`src/rtl/sha256_msg_padder.sv`:
```
// -----------------------------------------------------------------------------
// sha256_msg_padder
//   Feeds the SHA-256 core. It takes a raw message as a stream of 32-bit
//   big-endian words and emits the fully padded message as whole 16-word
//   blocks: message bytes, a 0x80 byte, zero fill, then the 64-bit big-endian
//   bit length in words 14/15 of the final block. The message length is not
//   limited; the byte counter wraps modulo 2^CNT_W.
//
// Ports
//   clk, reset_n     clock, asynchronous active-low reset
//   in_valid/ready   input handshake; in_ready only asserted in DATA state
//   in_data          message word, byte0 in [31:24]
//   in_last          final message word
//   in_nbytes        valid bytes in final word (0..4, values >4 treated as 4)
//   out_valid/ready  output handshake (single register stage)
//   out_data         padded message word
//   out_block_last   word 15 of a block
//   out_msg_last     final word of final block
//   busy             message in progress or output word pending
// -----------------------------------------------------------------------------
module sha256_msg_padder #(
    parameter int unsigned CNT_W = 32
) (
    input  logic        clk,
    input  logic        reset_n,
    input  logic        in_valid,
    output logic        in_ready,
    input  logic [31:0] in_data,
    input  logic        in_last,
    input  logic [2:0]  in_nbytes,
    output logic        out_valid,
    input  logic        out_ready,
    output logic [31:0] out_data,
    output logic        out_block_last,
    output logic        out_msg_last,
    output logic        busy
);

    localparam logic [2:0] S_IDLE   = 3'd0;
    localparam logic [2:0] S_DATA   = 3'd1;
    localparam logic [2:0] S_PAD80  = 3'd2;
    localparam logic [2:0] S_ZERO   = 3'd3;
    localparam logic [2:0] S_LEN_HI = 3'd4;
    localparam logic [2:0] S_LEN_LO = 3'd5;

    logic [2:0]       r_state;
    logic [CNT_W-1:0] r_cnt;
    logic [3:0]       r_widx;
    logic             r_out_valid;
    logic [31:0]      r_out_data;
    logic             r_block_last;
    logic             r_msg_last;

    logic             w_load;
    logic             w_emit;
    logic             w_done;
    logic             w_msg_last;
    logic [31:0]      w_word;
    logic [2:0]       w_state_nxt;
    logic [CNT_W-1:0] w_cnt_nxt;
    logic [2:0]       w_nb;
    logic             w_after_is_14;
    logic [63:0]      w_bitlen;

    assign w_load        = !r_out_valid || out_ready;
    assign in_ready      = (r_state == S_DATA) && w_load;
    assign w_nb          = (in_nbytes > 3'd4) ? 3'd4 : in_nbytes;
    assign w_after_is_14 = (r_widx + 4'd1) == 4'd14;
    assign w_bitlen      = 64'({r_cnt, 3'b000});

    assign out_valid      = r_out_valid;
    assign out_data       = r_out_data;
    assign out_block_last = r_block_last;
    assign out_msg_last   = r_msg_last;
    assign busy           = (r_state != S_IDLE) || r_out_valid;

    always_comb begin
        w_emit      = 1'b0;
        w_done      = 1'b0;
        w_msg_last  = 1'b0;
        w_word      = '0;
        w_state_nxt = r_state;
        w_cnt_nxt   = r_cnt;
        case (r_state)
            S_IDLE: begin
                if (in_valid) w_state_nxt = S_DATA;
            end
            S_DATA: begin
                if (in_valid && w_load) begin
                    w_emit = 1'b1;
                    if (!in_last || w_nb == 3'd4) begin
                        w_word    = in_data;
                        w_cnt_nxt = r_cnt + CNT_W'(4);
                        if (in_last) w_state_nxt = S_PAD80;
                    end else begin
                        // Partial last word: keep n bytes, 0x80 at byte n, mask the rest.
                        case (w_nb)
                            3'd1:    w_word = {in_data[31:24], 24'h800000};
                            3'd2:    w_word = {in_data[31:16], 16'h8000};
                            3'd3:    w_word = {in_data[31:8], 8'h80};
                            default: w_word = 32'h8000_0000;
                        endcase
                        w_cnt_nxt   = r_cnt + CNT_W'(w_nb);
                        w_state_nxt = w_after_is_14 ? S_LEN_HI : S_ZERO;
                    end
                end
            end
            S_PAD80: begin
                if (w_load) begin
                    w_emit      = 1'b1;
                    w_word      = 32'h8000_0000;
                    w_state_nxt = w_after_is_14 ? S_LEN_HI : S_ZERO;
                end
            end
            S_ZERO: begin
                // Runs through index 15 into a new block when needed; stops before 14.
                if (w_load) begin
                    w_emit = 1'b1;
                    if (w_after_is_14) w_state_nxt = S_LEN_HI;
                end
            end
            S_LEN_HI: begin
                if (w_load) begin
                    w_emit      = 1'b1;
                    w_word      = w_bitlen[63:32];
                    w_state_nxt = S_LEN_LO;
                end
            end
            S_LEN_LO: begin
                if (w_load) begin
                    w_emit      = 1'b1;
                    w_done      = 1'b1;
                    w_msg_last  = 1'b1;
                    w_word      = w_bitlen[31:0];
                    w_state_nxt = S_IDLE;
                end
            end
            default: w_state_nxt = S_IDLE;
        endcase
    end

    always_ff @(posedge clk or negedge reset_n) begin
        if (!reset_n) begin
            r_state      <= S_IDLE;
            r_cnt        <= '0;
            r_widx       <= '0;
            r_out_valid  <= 1'b0;
            r_out_data   <= '0;
            r_block_last <= 1'b0;
            r_msg_last   <= 1'b0;
        end else begin
            r_state <= w_state_nxt;
            r_cnt   <= w_done ? '0 : w_cnt_nxt;
            if (w_emit) begin
                r_out_valid  <= 1'b1;
                r_out_data   <= w_word;
                r_block_last <= (r_widx == 4'd15);
                r_msg_last   <= w_msg_last;
                r_widx       <= w_done ? 4'd0 : r_widx + 4'd1;
            end else if (out_ready) begin
                r_out_valid <= 1'b0;
            end
        end
    end

endmodule
```
`config.mk`:
```
export PLATFORM = sky130hd
export DESIGN_NAME = sha256_msg_padder
export DESIGN_NICKNAME = d
export VERILOG_FILES = /design/src/rtl/sha256_msg_padder.sv
export SDC_FILE = /design/constraint.sdc
export NUM_CORES = 1
export LEC_CHECK = 0
export BUFFER_PORTS_ARGS = -buffer_cell sky130_fd_sc_hd__buf_2
export CORE_MARGIN = 2
export CORE_UTILIZATION = 30
export CTS_BUF_LIST = sky130_fd_sc_hd__clkbuf_4
export DETAILED_ROUTE_END_ITERATION = 10
export PLACE_DENSITY = 0.57
export SYNTH_ARGS = -nofsm -noshare
export SYNTH_HDL_FRONTEND = slang
export SYNTH_SLANG_ARGS = --single-unit
```
`constraint.sdc`:
```
create_clock -name clk -period 2.3 [get_ports clk]
set_input_delay 0.46 -clock clk [delete_from_list [all_inputs] [get_ports clk]]
set_output_delay 0.46 -clock clk [all_outputs]
set_load 0.01 [all_outputs]
```
==> impl_metrics.json, run 1 <==
{
  "tightest_slew_ns": 0.636,
  "vias": 3752,
  "tritoncts": "done",
  "drt_wl_total_um": 11600,
  "crit_type": "reg -> reg",
  "p_switching_uw": 1460,
  "slew_viol_final": 0,
  "synth-async-reset-ratio_pct": 100,
  "slowest_stage": "a2111oi_4",
  "grt_pass1_vias": 3660,
  "synth_top_cell_by_area": "dfrtp_1",
  "hpwlAfterDp_um": 8380,
  "cp_data_arrival_time_ns": 2.75,
  "top_layer": "met4",
  "row_count": 41,
  "grt_first_pass_wirelength_um": 19000,
  "synth_area_mm2": 0.00394,
  "yosys.area.top_type_share_pct": 47.0,
  "die_h_um": 119,
  "area_delta_synth_final_pct": 29.2,
  "fin_crit_ns": 2.37,
  "fill_cells": 1330,
  "synth_edf_count": 0,
  "synthTopCellsByCount": "dfrtp_1 (74), nand2_1 (59), o21ai_0 (39)",
  "clockPowerShare_pct": 21.9,
  "path_clk_slew_ns": 0.13,
  "rsz0062_at_grt": "true",
  "netlist_top_cells_area": "dfrtp_1 (47%), a22oi_1 (5.9%), nand2_1 (5.6%)",
  "h-tree-depth": 3,
  "yosysSeqAreaShare_pct": 47.0,
  "cts_root_buf": "clkbuf_4",
  "antenna_cells": 0,
  "final.setup_skew_ns": 0.0102,
  "setup_tns_ns": -0.104,
  "synth_most_common_cell": "dfrtp_1",
  "placed_area_mm2": 0.00481,
  "intPower_uw": 2360,
  "wl_met2_um": 5590,
  "fmax_mhz": 423,
  "antenna_found_initial": 0,
  "fin_cells": 722,
  "pwr-share-comb_pct": 36.6,
  "final_layout_size_suffix_gt1_share_pct": 30.2,
  "overflow": 0,
  "endpoint_kind": "flip-flop",
  "route.met3.wl_um": 556,
  "syn_nets": 478,
  "die_area_mm2": 0.0141,
  "ys_warn_count": 0,
  "synth-seq-cells": 74,
  "max_stage_delay_ns": 0.46,
  "p_leak_uw": 0.00231,
  "crit_required_ns": 2.68,
  "finalSetupViolCount": 3,
  "maxCapViolCount": 0,
  "fp.dieW_um": 119,
  "final_cell_area_mm2": 0.00510,
  "synth_cell_types": 55,
  "path_cells": "and3b_1, inv_1, fa_2, nor2b_2, o211ai_1, a2111oi_4, buf_4, nor3b_2, o21a_1",
  "postSynthAreaPerCell_um2": 9.15,
  "cp-start-kind": "flip-flop",
  "routed_via_density": 5.20,
  "hp-class": "in -> reg",
  "track_usage_pct": 17.0,
  "met1Wirelength_um": 5250,
  "powerDensity_mw_per_mm2": 750,
  "place.gp.congestion": 0.880,
  "sequentialPowerShare_pct": 41.5,
  "drt_pass1_iterations": 5,
  "setup_slack_ns": -0.0658,
  "drt_iter0_drc": 262,
  "final_nets": 592,
  "ios": 77,
  "switching_share_pct": 38.3,
  "cts.sinks": 74,
  "slew-limit-headroom_pct": 57.4,
  "avgRoutedWirePerCell_um": 16.1,
  "hold_viol": 0,
  "cts_buffer_depth": 2,
  "dp_cells": 698,
  "ant_nets": 0,
  "cts_buffers": 9,
  "synth_cells": 431,
  "portBuffers": 76,
  "run_status": "finished, violations left",
  "peakVddDrop_uv": 226,
  "ys.flop_type": "dfrtp_1",
  "core_mm2": 0.0127,
  "route.detailed.drc": 0,
  "clk_latency_ns": 0.44,
  "period_share_pct": 103,
  "grt_max_degree": 45,
  "violations": "setup timing",
  "cp_max_fo": 5,
  "start_util_pct": 31.0
}
==> stage by stage <==
stage	hold slack (ns)	util (%)	worst slack, ns	total power, uW
after floorplan	0.164	-	-0.0961	2380
after global placement	0.431	37.8	-0.328	2920
after detailed placement	0.432	37.8	-0.343	2950
after CTS	0.228	39.4	-0.0682	3820
after global routing	0.234	40.1	-0.188	4090
final	0.243	40.1	-0.0658	3820
==> layer usage <==
layer | vias to the layer above | track usage (%)
met1 | 1827 | 22.1
li1 | 1806 | -
met2 | 101 | 27.7
met4 | 0 | 6.85
met5 | - | 0
met3 | 18 | 3.33
==> cells in the final DEF (no fill, tap or decap), types with 7 or more instances in the layout <==
cell type | netlist | final
xnor2_1 | 15 | 15
inv_1 | 12 | 12
or4_1 | 7 | 7
nand3_1 | 15 | 14
nand4_1 | 9 | 9
buf_2 | 1 | 75
a22oi_1 | 31 | 31
buf_4 | 1 | 50
nand2_1 | 59 | 59
a21oi_1 | 12 | 11
dfrtp_1 | 74 | 74
nor2_1 | 32 | 31
nor4_1 | 9 | 8
o21ai_0 | 39 | 38
clkbuf_4 | 0 | 10
==> worst max-delay path, delay by kind of cell (launching register included) <==
kind                     cells  cell delay (ns)
flip-flops                   1             0.38
adder cells (fa/ha/maj)      1             0.35
buffers and inverters        2             0.25
AO/OA/AOI/OAI                3             0.83
AND/OR/NAND/NOR              3             0.50
==> registers in the layout, summed over array words and instances (netlist names) <==
register / cells
out_data: 32
r_cnt: 32
r_widx: 4
r_state: 3
out_block_last: 1
out_msg_last: 1
out_valid: 1
==> cell type report <==
class                   instances  area [um2]  area share [%]
inverters                      12        45.0           0.884
flip-flops and latches         74        1850            36.3
clock inverters                 6        67.6            1.33
well taps                     172         215            4.22
multi-input cells             320        2040            40.0
clock buffers                  10        75.1            1.47
repair buffers                128         801            15.7
==> power groups by stage <==
stage	clock (uW)	combinational [uW]	sequential, uW
floorplan	0	765	1610
global placement	0	1320	1600
detailed placement	0	1350	1600
CTS	865	1370	1580
global route	919	1560	1610
finish	838	1400	1590
==> timing repair <==
| item | 4_1_cts | 5_1_grt |
|---|---|---|
| resized for setup | 1 | 14 |
| buffers inserted | 4 | 3 |
| pin swaps | 7 | 9 |
| endpoints found under the hold margin | 30 | 0 |
| endpoints found under the setup margin | 8 | 26 |
| hold buffers | 1 | 0 |
| cloned | 1 | 0 |
==> kinds of logic (layout without fill, tap and decap cells) <==
kind of cell | count (synthesis) | in the layout | share of synthesized area (%)
adder cells (fa/ha/maj) | 7 | 7 | 2.41
XOR/XNOR | 20 | 20 | 4.44
multiplexers | 1 | 1 | 0.254
AO/OA/AOI/OAI | 124 | 124 | 21.0
AND/OR/NAND/NOR | 167 | 168 | 20.8
buffers and inverters | 38 | 156 | 4.12
flip-flops | 74 | 74 | 47.0
==> worst paths after layout <==
check	start	end	slack, ns	depth (start not counted)
min in group asynchronous	reset_n	out_data[6]	0.48	2
max in group asynchronous	reset_n	r_cnt[12]	1.23	3
worst min-delay path	in_data[7]	out_data[7]	0.24	3
worst max-delay path	r_cnt[0]	r_cnt[28]	-0.07	9
worst max register to register	r_cnt[0]	r_cnt[28]	-0.07	9
worst min register to register	out_data[30]	out_data[30]	0.49	2
(Power assumes the default switching activity.)
==> run 2, diff against run 1 <==
--- a/config.mk
+++ b/config.mk
@@ -11,6 +11,7 @@
 export CTS_BUF_LIST = sky130_fd_sc_hd__clkbuf_4
 export DETAILED_ROUTE_END_ITERATION = 10
 export PLACE_DENSITY = 0.57
+export REMOVE_ABC_BUFFERS = 1
 export SYNTH_ARGS = -nofsm -noshare
 export SYNTH_HDL_FRONTEND = slang
 export SYNTH_SLANG_ARGS = --single-unit
==> run 2 against run 1 <==
The flow now finishes without violations. Final area fell by 0.42%. Hold slack better by 0.013 ns. Global-route usage increased by 0.32 points. Wire length increased by 0.59%. Sequential power barely moved. Combinational power about the same. Non-clock buffer count grew 3. Sequential share of layout area grew 0.15 points. Sequential cell count unchanged. Register-to-register slack gained 0.09 ns. Maximum frequency up 4.1%. Setup slack better by 0.092 ns. Critical path type unchanged. Critical endpoint is now r_cnt[17]. Largest power group unchanged.
==> impl_metrics.json, run 2 (synthesis results as in run 1) <==
{
  "run_status": "finished clean",
  "intPower_uw": 2360,
  "tritoncts": "done",
  "worstHoldStart": "in_data[13]",
  "clk_latency_ns": 0.45,
  "antenna_found_initial": 0,
  "grt_pass1_vias": 3890,
  "start_util_pct": 31.0,
  "max_stage_delay_ns": 0.55,
  "place.gp.congestion": 0.924,
  "cts_buffer_depth": 2,
  "slew_viol_final": 0,
  "rsz0062_at_grt": "true",
  "track_usage_pct": 17.3,
  "preCtsSetupSlack_ns": -0.402,
  "area_delta_synth_final_pct": 28.7,
  "sequentialPowerShare_pct": 42.0,
  "row_count": 41,
  "die_area_mm2": 0.0141,
  "worstSetupStartpoint": "out_valid",
  "antenna_cells": 0,
  "power_uw": 3780,
  "final_nets": 594,
  "route.detailed.drc": 0,
  "finalSetupViolCount": 0,
  "mostFrequentLayoutCell": "buf_2",
  "cts_root_buf": "clkbuf_4",
  "powerDensity_mw_per_mm2": 745,
  "hp-class": "in -> reg",
  "hold_viol": 0,
  "vias": 3716,
  "drt_iter0_drc": 198,
  "path_cells": "nor2b_1, or4_4, or3_4, buf_2, o31a_1, o21a_1",
  "slowest_stage": "or4_4",
  "slew-limit-headroom_pct": 64.6,
  "final_layout_size_suffix_gt1_share_pct": 30.4,
  "switching_share_pct": 37.6,
  "setup_slack_ns": 0.0265,
  "drt_wl_total_um": 11700,
  "grt_max_degree": 49,
  "ant_nets": 0,
  "die_h_um": 119,
  "r2r-start": "out_valid",
  "rrSetupSlack_ns": 0.03,
  "path_clk_slew_ns": 0.13,
  "maxCapViolCount": 0,
  "crit_type": "reg -> reg",
  "clockPowerShare_pct": 21.4,
  "cts.sinks": 74,
  "drt_pass1_iterations": 4,
  "avgRoutedWirePerCell_um": 16.2,
  "grt_first_pass_wirelength_um": 19400,
  "routed_via_density": 5.13,
  "portBuffers": 76,
  "p_switching_uw": 1420,
  "hpwlAfterDp_um": 8400,
  "cp_data_arrival_time_ns": 2.63,
  "fp.dieW_um": 119,
  "overflow": 0,
  "peakVddDrop_uv": 282,
  "crit_required_ns": 2.66,
  "pwr-share-comb_pct": 36.6,
  "period_share_pct": 98.8,
  "fin_crit_ns": 2.27,
  "cp_max_fo": 6,
  "fmax_mhz": 440,
  "p_leak_uw": 0.00231,
  "cp-start-kind": "flip-flop",
  "core_mm2": 0.0127,
  "tightest_slew_ns": 0.526,
  "ios": 77,
  "final.setup_skew_ns": 0.0222,
  "most-common-layout-cells": "buf_2 (76), dfrtp_1 (74), nand2_1 (59)",
  "cts_buffers": 9,
  "endpoint_kind": "flip-flop",
  "h-tree-depth": 3
}
==> run 2: changes by cell type in the layout (fill, tap and decap cells not counted), sizes merged <==
cell / change
clkinvlp: +1
or3: -1
buf: +3
clkinv: -1
==> run 2: repair_timing <==
item / CTS / global route
hold buffers: 1 / 0
resized for setup: 7 / 12
hold endpoints to repair: 26 / 0
buffers inserted: 0 / 6
setup endpoints to repair: 9 / 17
pin swaps: 2 / 9
==> run 2: power groups by stage <==
stage                     sequential [uW]  clock (uW)  combinational [uW]
final                                1590         811                1380
after global routing                 1610         896                1570
after CTS                            1580         850                1350
after detailed placement             1600           0                1330
after global placement               1600           0                1320
after floorplan                      1640           0                 665
==> run 2: layout make-up <==
type	instances	area [um2]
clock buffers	10	75.1
clock inverters	6	57.6
fillers	1331	7650
inverters	12	45.0
multi-input cells	319	2020
flip-flops and latches	74	1850
well taps	172	215
repair buffers	131	808
==> run 2: path summary, 6_finish.rpt <==
path,end,cells after the start
worst min register to register,out_msg_last,2
min in group asynchronous,r_state[1],2
worst max-delay path,r_cnt[17],6
worst max register to register,r_cnt[17],6
worst min-delay path,out_data[13],3
max in group asynchronous,out_data[17],3
==> run 2: through the flow <==
step | instances | util (%) | hold slack (ns) | instance area (um2) | TNS, ns
finish | 724 | 39.9 | 0.256 | 5070 | 0
global route | 724 | 39.9 | 0.252 | 5070 | -0.237
CTS | 718 | 39.1 | 0.227 | 4970 | 0
detailed placement | 701 | 37.8 | 0.422 | 4800 | -4.18
global placement | 701 | 37.8 | 0.414 | 4800 | -3.70
floorplan | 405 | - | 0.164 | 3830 | -88.07
==> run 2: metal layers <==
metal  global-route usage, %  vias to the layer above  part of all wire, %
li1                        -                     1806                    -
met1                    23.1                     1802                   47
met2                    26.6                       82                   46
met3                    3.09                       26                  3.9
met4                    9.30                        0                  3.1
met5                       0                        -                    0
==> run 2: critical path: cells and delay by family, from the launching register on <==
| kind | cells | cell delay (ns) |
|---|---|---|
| and+or+nand+nor | 3 | 1.13 |
| AOI/OAI and AO/OA | 2 | 0.47 |
| DFF | 1 | 0.39 |
| buffers and inverters | 1 | 0.19 |
==> run 3, diff against run 2 <==
--- a/config.mk
+++ b/config.mk
@@ -10,7 +10,6 @@
 export CORE_UTILIZATION = 30
 export CTS_BUF_LIST = sky130_fd_sc_hd__clkbuf_4
 export DETAILED_ROUTE_END_ITERATION = 10
-export PLACE_DENSITY = 0.57
 export REMOVE_ABC_BUFFERS = 1
 export SYNTH_ARGS = -nofsm -noshare
 export SYNTH_HDL_FRONTEND = slang
==> run 3 against run 2 <==
Register-to-register slack about the same. Total power increased by 3.1%. Hold slack got worse by 0.021 ns. Cell count decreased by 0.69%. Sequential share of layout area decreased by 0.28 points. Clock-buffer cell count unchanged. Sequential power about the same. Critical path depth decreased by 1. Via count decreased by 1.0%. Setup slack improved by 0.013 ns. Global-route usage decreased by 0.41 points. Critical endpoint is now r_cnt[23]. Largest cell class unchanged. Highest routed layer unchanged.
==> impl_metrics.json, run 3 (synthesis results as in run 1) <==
{
  "final_nets": 589,
  "final.setup_skew_ns": 0.0201,
  "tritoncts": "done",
  "die_area_mm2": 0.0141,
  "antenna_cells": 0,
  "track_usage_pct": 16.9,
  "dp_cells": 699,
  "maxCapViolCount": 0,
  "place.gp.congestion": 0.885,
  "slowest_stage": "or4_4",
  "grt_first_pass_wirelength_um": 18900,
  "path_cells": "nor2b_1, or4_4, or3_4, or4_4, a21oi_2",
  "grt_pass1_vias": 3692,
  "final_layout_size_suffix_gt1_share_pct": 30.3,
  "path_clk_slew_ns": 0.12,
  "drt_pass1_iterations": 5,
  "row_count": 41,
  "fp.dieW_um": 119,
  "overflow": 0,
  "slew_viol_final": 0,
  "crit_type": "reg -> reg",
  "mostFrequentLayoutCell": "buf_2",
  "die_h_um": 119,
  "critPathBufInv": 0,
  "avgRoutedWirePerCell_um": 16.0,
  "crit_required_ns": 2.69,
  "finalSetupViolCount": 0,
  "route.detailed.drc": 0,
  "slew-limit-headroom_pct": 65.1,
  "area_delta_synth_final_pct": 29.7,
  "tightest_slew_ns": 0.522,
  "cts.sinks": 74,
  "grt_max_degree": 41,
  "endpoint_kind": "flip-flop",
  "hold_viol": 0,
  "vias": 3678,
  "drt_wl_total_um": 11500,
  "period_share_pct": 98.3,
  "cts_buffer_depth": 2,
  "powerDensity_mw_per_mm2": 763,
  "clk_latency_ns": 0.46,
  "cp_common_cell": "or4_4",
  "seq_area_mm2": 0.00185,
  "h-tree-depth": 3,
  "cts_root_buf": "clkbuf_4",
  "most-common-layout-cells": "buf_2 (75), dfrtp_1 (74), nand2_1 (59)",
  "ios": 77,
  "fin_cells": 719,
  "rrSetupSlack_ns": 0.04,
  "ant_nets": 0,
  "portBuffers": 76,
  "core_mm2": 0.0127,
  "p_leak_uw": 0.00230,
  "fmax_mhz": 442,
  "hp-class": "in -> reg",
  "multiInputGateArea_mm2": 0.00208,
  "cp-start-kind": "flip-flop",
  "cp_data_arrival_time_ns": 2.65,
  "start_util_pct": 31.0,
  "fill_cells": 1325,
  "drt_iter0_drc": 209,
  "run_status": "finished clean",
  "max_stage_delay_ns": 0.57,
  "routed_via_density": 5.12,
  "fin_crit_ns": 2.26,
  "cpLargestDelayFamily": "simple AND/OR/NAND/NOR gates",
  "antenna_found_initial": 0,
  "rsz0062_at_grt": "true",
  "cts_buffers": 9,
  "power_uw": 3900,
  "peakVddDrop_uv": 326,
  "hpwlAfterDp_um": 8330,
  "cp_max_fo": 5
}
==> run 3: repair_timing <==
item	4_1_cts	5_1_grt
endpoints found under the hold margin	34	0
buffers inserted	0	2
hold buffers	1	0
gates cloned	0	1
pin swaps	1	8
resized for setup	7	18
endpoints found under the setup margin	8	15
==> run 3: metal layers <==
metal | vias to the layer above | global-route usage (%) | routed length [um]
met4 | 0 | 7.14 | 161
met5 | - | 0 | 0
met1 | 1777 | 22.8 | 5350
li1 | 1804 | - | -
met2 | 84 | 26.6 | 5510
met3 | 13 | 3.09 | 507
==> run 3: path summary, 6_finish.rpt <==
kind                                start        endpoint  cells past startpoint
max                             out_valid       r_cnt[23]                      5
min in group asynchronous         reset_n       r_widx[2]                      2
max reg2reg                     out_valid       r_cnt[23]                      5
min                           in_data[13]    out_data[13]                      3
min reg2reg                out_block_last  out_block_last                      2
max in group asynchronous         reset_n       r_cnt[22]                      3
==> run 3: layout make-up <==
type,instances,area share [%]
sequential,74,36.2
clock inverter,6,1.59
clock buffer,10,1.47
tap,172,4.21
timing repair buffer,125,15.0
inverter,12,0.881
multi-input combinational,320,40.7
==> run 3: worst reg2reg max path, delay by kind of cell (launching register included) <==
kind             cells  cell delay [ns]
AND/OR/NAND/NOR      4             1.67
flip-flops           1             0.39
AO/OA/AOI/OAI        1             0.14
==> run 3: where the power goes <==
part	total, uW	internal (uW)	switching (uW)
logic	1390	565	824
clock network	932	446	486
registers	1580	1450	132
==> run 3: per-stage QoR <==
| step | hold slack [ns] | util, % | setup TNS (ns) | setup WS (ns) | area, um2 |
|---|---|---|---|---|---|
| after floorplan | 0.164 | - | -88.07 | -1.87 | 3830 |
| after global placement | 0.461 | 37.6 | -3.82 | -0.321 | 4790 |
| after detailed placement | 0.459 | 37.6 | -4.42 | -0.397 | 4790 |
| after CTS | 0.209 | 39.1 | -0.0429 | -0.0383 | 4980 |
| after global routing | 0.234 | 40.2 | -0.0604 | -0.0361 | 5110 |
| final | 0.235 | 40.2 | 0 | 0.0395 | 5110 |
